<file path="src/rtl/uart_tx_buf_if.sv">
// Bus bundle for the memory-mapped UART transmitter: write/read port plus the
// status and serial-line outputs. The master drives the bus, the slave answers.
interface uart_tx_buf_if;
  logic        we_i;
  logic [31:0] addr_i;
  logic [31:0] data_i;
  logic [31:0] rdata_o;
  logic        full_o;
  logic        busy_o;
  logic        tx_o;

  modport master (
    output we_i, addr_i, data_i,
    input  rdata_o, full_o, busy_o, tx_o
  );

  modport slave (
    input  we_i, addr_i, data_i,
    output rdata_o, full_o, busy_o, tx_o
  );
endinterface

</file>
<file path="src/rtl/uart_tx_buf.sv">
// Memory-mapped UART transmitter. Bytes written to TXDATA are queued in a FIFO
// and sent as 8N1 frames, LSB first. STATUS reports {ovf, busy, full}; any
// write to STATUS clears the sticky overflow flag.
module uart_tx_buf #(
  parameter logic [31:0] BASE_ADDR  = 32'h1000_0000,
  parameter int          CLK_DIV    = 434,
  parameter int          FIFO_DEPTH = 16
) (
  input  logic         clk,
  input  logic         rst,
  uart_tx_buf_if.slave bus
);

  localparam int            AW        = (FIFO_DEPTH > 1) ? $clog2(FIFO_DEPTH) : 1;
  localparam logic [AW:0]   CNT_ZERO  = {(AW+1){1'b0}};
  localparam logic [AW:0]   CNT_ONE   = (AW+1)'(1);
  localparam logic [AW:0]   CNT_FULL  = (AW+1)'(FIFO_DEPTH);
  localparam logic [AW-1:0] PTR_ONE   = AW'(1);
  localparam logic [15:0]   BAUD_LAST = 16'(CLK_DIV - 1);

  typedef enum logic [1:0] {
    S_IDLE  = 2'd0,
    S_START = 2'd1,
    S_DATA  = 2'd2,
    S_STOP  = 2'd3
  } state_t;

  state_t        state_r, state_n;
  logic [7:0]    mem_r [FIFO_DEPTH];
  logic [AW-1:0] wr_ptr_r, rd_ptr_r;
  logic [AW:0]   count_r, count_n;
  logic          ovf_r;
  logic [7:0]    shift_r, shift_n;
  logic [2:0]    bit_idx_r, bit_idx_n;
  logic [15:0]   baud_r, baud_n;
  logic          tx_r, tx_n;
  logic          full_r, busy_r;
  logic          hit_tx_s, hit_st_s, push_s, pop_s, baud_done_s;
  logic          unused_s;

  // Only the low byte of write data is transmitted.
  assign unused_s = ^bus.data_i[31:8];

  assign hit_tx_s    = bus.we_i && (bus.addr_i == BASE_ADDR);
  assign hit_st_s    = (bus.addr_i == (BASE_ADDR + 32'd4));
  // Full is judged on the registered count, so a same-cycle pop cannot rescue a write.
  assign push_s      = hit_tx_s && !full_r;
  assign baud_done_s = (baud_r == BAUD_LAST);

  // State register.
  always_ff @(posedge clk or posedge rst) begin
    if (rst) begin
      state_r <= S_IDLE;
    end else begin
      state_r <= state_n;
    end
  end

  // Next-state logic; a pop happens whenever a new frame is started.
  always_comb begin
    state_n = state_r;
    pop_s   = 1'b0;
    case (state_r)
      S_IDLE: begin
        if (count_r != CNT_ZERO) begin
          pop_s   = 1'b1;
          state_n = S_START;
        end else begin
          state_n = S_IDLE;
        end
      end
      S_START: begin
        if (baud_done_s) state_n = S_DATA;
        else             state_n = S_START;
      end
      S_DATA: begin
        if (baud_done_s && (bit_idx_r == 3'd7)) state_n = S_STOP;
        else                                    state_n = S_DATA;
      end
      S_STOP: begin
        if (baud_done_s) begin
          if (count_r != CNT_ZERO) begin
            pop_s   = 1'b1;
            state_n = S_START;
          end else begin
            state_n = S_IDLE;
          end
        end else begin
          state_n = S_STOP;
        end
      end
      default: state_n = S_IDLE;
    endcase
  end

  // Datapath next values: shift register, bit index, baud counter, FIFO count.
  always_comb begin
    shift_n   = shift_r;
    bit_idx_n = bit_idx_r;
    baud_n    = baud_r;
    if (pop_s) begin
      shift_n   = mem_r[rd_ptr_r];
      bit_idx_n = 3'd0;
      baud_n    = 16'd0;
    end else if (state_r == S_IDLE) begin
      baud_n = 16'd0;
    end else if (baud_done_s) begin
      baud_n = 16'd0;
      if (state_r == S_DATA) begin
        shift_n   = {1'b0, shift_r[7:1]};
        bit_idx_n = bit_idx_r + 3'd1;
      end else begin
        bit_idx_n = 3'd0;
      end
    end else begin
      baud_n = baud_r + 16'd1;
    end

    case ({push_s, pop_s})
      2'b10:   count_n = count_r + CNT_ONE;
      2'b01:   count_n = count_r - CNT_ONE;
      default: count_n = count_r;
    endcase
  end

  // Output logic: line level for the upcoming state, computed ahead so tx is registered.
  always_comb begin
    case (state_n)
      S_START: tx_n = 1'b0;
      S_DATA:  tx_n = shift_n[0];
      default: tx_n = 1'b1;
    endcase
  end

  // FIFO storage, pointers and occupancy.
  always_ff @(posedge clk or posedge rst) begin
    if (rst) begin
      for (int i = 0; i < FIFO_DEPTH; i++) mem_r[i] <= 8'h00;
      wr_ptr_r <= {AW{1'b0}};
      rd_ptr_r <= {AW{1'b0}};
      count_r  <= CNT_ZERO;
    end else begin
      if (push_s) begin
        mem_r[wr_ptr_r] <= bus.data_i[7:0];
        wr_ptr_r        <= wr_ptr_r + PTR_ONE;
      end else begin
        wr_ptr_r <= wr_ptr_r;
      end
      if (pop_s) rd_ptr_r <= rd_ptr_r + PTR_ONE;
      else       rd_ptr_r <= rd_ptr_r;
      count_r <= count_n;
    end
  end

  // Serialiser registers and registered status outputs.
  always_ff @(posedge clk or posedge rst) begin
    if (rst) begin
      shift_r   <= 8'h00;
      bit_idx_r <= 3'd0;
      baud_r    <= 16'd0;
      tx_r      <= 1'b1;
      full_r    <= 1'b0;
      busy_r    <= 1'b0;
    end else begin
      shift_r   <= shift_n;
      bit_idx_r <= bit_idx_n;
      baud_r    <= baud_n;
      tx_r      <= tx_n;
      full_r    <= (count_n == CNT_FULL);
      busy_r    <= (state_n != S_IDLE) || (count_n != CNT_ZERO);
    end
  end

  // Sticky overflow: a dropped write wins over a same-cycle clear.
  always_ff @(posedge clk or posedge rst) begin
    if (rst) begin
      ovf_r <= 1'b0;
    end else if (hit_tx_s && full_r) begin
      ovf_r <= 1'b1;
    end else if (bus.we_i && hit_st_s) begin
      ovf_r <= 1'b0;
    end else begin
      ovf_r <= ovf_r;
    end
  end

  // Read mux: only STATUS returns data.
  always_comb begin
    if (hit_st_s) bus.rdata_o = {29'd0, ovf_r, busy_r, full_r};
    else          bus.rdata_o = 32'd0;
  end

  assign bus.tx_o   = tx_r;
  assign bus.full_o = full_r;
  assign bus.busy_o = busy_r;

endmodule

</file>
<file path="src/flat_wrapper.sv">
// flat-port wrapper written by rule: the top's interface ports become plain ports
module uart_tx_buf_flat 
#(
  parameter logic [31:0] BASE_ADDR  = 32'h1000_0000,
  parameter int          CLK_DIV    = 434,
  parameter int          FIFO_DEPTH = 16
)
  (clk, rst, bus_we_i, bus_addr_i, bus_data_i, bus_rdata_o, bus_full_o, bus_busy_o, bus_tx_o);
  uart_tx_buf_if bus_i ();
  input  logic clk;
  input  logic rst;
  input wire logic [$bits(bus_i.we_i)-1:0] bus_we_i;
  input wire logic [$bits(bus_i.addr_i)-1:0] bus_addr_i;
  input wire logic [$bits(bus_i.data_i)-1:0] bus_data_i;
  output wire logic [$bits(bus_i.rdata_o)-1:0] bus_rdata_o;
  output wire logic [$bits(bus_i.full_o)-1:0] bus_full_o;
  output wire logic [$bits(bus_i.busy_o)-1:0] bus_busy_o;
  output wire logic [$bits(bus_i.tx_o)-1:0] bus_tx_o;
  assign bus_i.we_i = bus_we_i;
  assign bus_i.addr_i = bus_addr_i;
  assign bus_i.data_i = bus_data_i;
  assign bus_rdata_o = bus_i.rdata_o;
  assign bus_full_o = bus_i.full_o;
  assign bus_busy_o = bus_i.busy_o;
  assign bus_tx_o = bus_i.tx_o;
  uart_tx_buf #(.BASE_ADDR(BASE_ADDR), .CLK_DIV(CLK_DIV), .FIFO_DEPTH(FIFO_DEPTH)) u_core (.clk(clk), .rst(rst), .bus(bus_i));
endmodule
</file>
<file path="config.mk">
export PLATFORM = sky130hd
export DESIGN_NAME = uart_tx_buf_flat
export DESIGN_NICKNAME = d
export VERILOG_FILES = /design/src/rtl/uart_tx_buf_if.sv /design/src/rtl/uart_tx_buf.sv /design/src/flat_wrapper.sv
export SDC_FILE = /design/constraint.sdc
export NUM_CORES = 1
export LEC_CHECK = 0
export BUFFER_PORTS_ARGS = -buffer_cell sky130_fd_sc_hd__buf_4
export CORE_ASPECT_RATIO = 1.1
export CORE_UTILIZATION = 40
export CTS_CLUSTER_SIZE = 16
export DETAILED_ROUTE_END_ITERATION = 8
export SYNTH_ARGS = -nofsm -noshare
export SYNTH_HDL_FRONTEND = slang
export SYNTH_SLANG_ARGS = --single-unit
</file>
<file path="constraint.sdc">
create_clock -name clk -period 11.9 [get_ports clk]
set_input_delay 0.595 -clock clk [delete_from_list [all_inputs] [get_ports clk]]
set_output_delay 0.595 -clock clk [all_outputs]
set_load 0.02 [all_outputs]
</file>
==> out/results.ini <==
[hold_path]
holdCritPathClass=in2async

[sta]
fin_skew_ns=0.0126
tns_ns=0
drv_slew=0
worstMarginPinSlew_ns=1.11
slew_headroom=0.263
setup-violations-final=0
rsz0062_at_grt=false
setup_slack_ns=8.24
post-route-period-util=0.308
min_period_ns=3.66
hold_violations=0
max_freq_mhz=273

[pwr]
p_leak_nw=4.51
ir_drop_uv=95.2
power-per-cell-area_nw_per_um2=123

[worst_setup_path]
start_kind=input pin
cp.arrival_ns=3.96
critPathRequiredTime_ns=12.20
timing.rr.start=u_core.baud_r[1]$_DFF_PP0_
worstSetupEndpointType=flip-flop
worstPathMaxFanout=11
reg2reg_to=u_core.bus.busy_o$_DFF_PP0_
criticalPathCategory=in2reg
r2r_slack_ns=8.31
worst_r2r_path_depth=16

[yosys]
postSynthCellCount=628
yosys_warnings=0
yosysTopAreaCell=dfrtp_1
synthTopCellsByCount=dfrtp_1 (173), mux2_2 (124), mux4_2 (38)
syn-cell-area_um2=8580
yosys_register_bits=174
synth_area_leaders=dfrtp_1 (50%), mux2_2 (16%), mux4_2 (10%)
synth-main-ff-cell=dfrtp_1
ys_types=50
synth_edf_count=0
ys_seq_area_frac=0.508
synth_top_area_frac=0.505
syn_area_per_cell_um2=13.7
yosysMostFrequentCell=dfrtp_1
async_reset_ff_frac=1.00

[clock_network]
worstSkewPairLatency_ns=0.43
cts-buffers-inserted=17
cts_setup_buffers=0
post_cts_resized=0
ctsHoldBuffers=0
cts_tree=yes
cts-root-buf=clkbuf_16
clock-sinks=174
htreeDepth=4
path_clk_slew_ns=0.07
cts_buffer_depth=2

[drt]
routed_wirelength_um=17800
viasPerCell=5.25
dr_total_vias=5075
drt_iter0_drc=250
postRouteAntennaNets=0
drc=0
wire_per_inst_um=18.4
firstDrtPassIters=4

[floorplan]
start_util=0.413
placeableCoreArea_um2=20800
die-area_um2=22000
die_w_um=142
rows=55
die_h_um=156
ioPinCount=102

[global_routing]
grt_pass1_vias=5317
grt_usage=0.175
antenna_found_initial=0
grt_overflow=0
grt_start_max_net_pins=89
grt_pass1_wl_um=29200

[status]
status=completed

[placed_design]
dp_hpwl_um=11900
port_buffers=48
place_congestion=0.734
pre_cts_slack_ns=7.83
place_inst=935

[cells_and_area]
fill_cells=1832
multi_input_area_um2=3920
syn_to_final_growth_pct=12.9
ff_latch_area_um2=4360
drive_above_1_share=0.405
fin_cells=967
layout.nets=752
insertedDiodeCount=0

[job]
maxCapViolations=0

==> power by group <==
part	internal [mW]	switching [mW]	total, mW	leakage [nW]
Combinational	0.0100	0.0292	0.0392	1.80
Sequential	0.591	0.00000211	0.591	2.42
Clock	0.300	0.262	0.562	0.287
==> critical path, stage by stage <==
cell	delay, ns
buf_4	0.11
nor4_1	0.31
nand4_1	0.13
nor2_1	0.62
nand3_1	0.28
ha_1	0.39
xor2_1	0.18
ha_1	0.23
and3b_1	0.16
o21ai_0	0.13
a21oi_1	0.09
xnor2_1	0.18
inv_1	0.07
or4_1	0.49
==> area by class of cell <==
type	instances	share of cell area
well taps	285	0.0368
clock buffers	17	0.0439
multi-input cells	408	0.405
clock inverters	15	0.0174
inverters	16	0.00672
flip-flops and latches	174	0.450
repair buffers	52	0.0403
==> cells in the final DEF, fill, tap and decap left out, types with 3 or more instances in the layout <==
cell type	count
mux4_2	38
nand2_1	21
dfrtp_1	172
inv_6	7
mux2_2	124
buf_4	52
mux2_1	5
ha_1	16
nor2_2	12
o21ai_0	12
xnor2_1	14
nor2_1	29
inv_8	3
nor4_1	6
conb_1	29
a21oi_1	9
nand2b_1	3
nand4_1	7
inv_1	14
clkbuf_16	17
nand3_1	18
mux2i_1	11
nand3_4	4
nor3_2	3
and3_1	8
xor2_1	11
a31oi_1	3
==> registers in the layout, indices dropped and copies added (netlist names) <==
register,cells
u_core.bus.tx_o,1
u_core.baud_r,16
u_core.ovf_r,1
u_core.shift_r,8
u_core.mem_r,128
u_core.bus.full_o,1
u_core.count_r,5
u_core.wr_ptr_r,4
u_core.rd_ptr_r,4
u_core.bus.busy_o,1
u_core.bit_idx_r,3
u_core.state_r,2
==> metrics by stage <==
step	hold WS (ns)	total power, mW	utilization	instance area, um2
after detailed placement	0.479	0.643	0.437	9090
after global routing	0.371	1.24	0.466	9680
after floorplan	0.459	0.631	-	8680
after global placement	0.468	0.641	0.437	9090
final	0.295	1.19	0.466	9680
after CTS	0.348	1.21	0.466	9680
==> kinds of logic after synthesis <==
group | count (synthesis) | synth area share
and+or+nand+nor | 129 | 0.0903
adders and majority gates | 16 | 0.0233
muxes | 178 | 0.282
AOI/OAI and AO/OA | 31 | 0.0228
DFF | 174 | 0.508
other | 1 | 0.000437
buffers and inverters | 74 | 0.0478
xor gates and xnor gates | 25 | 0.0255
==> worst max path at each step <==
stage,startpoint,endpoint,slack [ns],cells past startpoint
after detailed placement,bus_addr_i[31],u_core.bus.busy_o$_DFF_PP0_,7.83,14
after global routing,bus_addr_i[18],u_core.bus.busy_o$_DFF_PP0_,7.87,14
after floorplan,rst,u_core.baud_r[0]$_DFF_PP0_,6.59,1
after global placement,bus_addr_i[31],u_core.bus.busy_o$_DFF_PP0_,7.86,14
final,bus_addr_i[31],u_core.bus.busy_o$_DFF_PP0_,8.24,14
after CTS,bus_addr_i[31],u_core.bus.busy_o$_DFF_PP0_,8.27,14
==> layer usage <==
metal	vias up	part of all wire	GRT usage
met5	-	0	0
met3	23	0.042	0.0362
met1	2643	0.45	0.238
li1	2284	-	-
met4	0	0.015	0.0533
met2	125	0.49	0.281
Power figures use the tool's default switching activity.
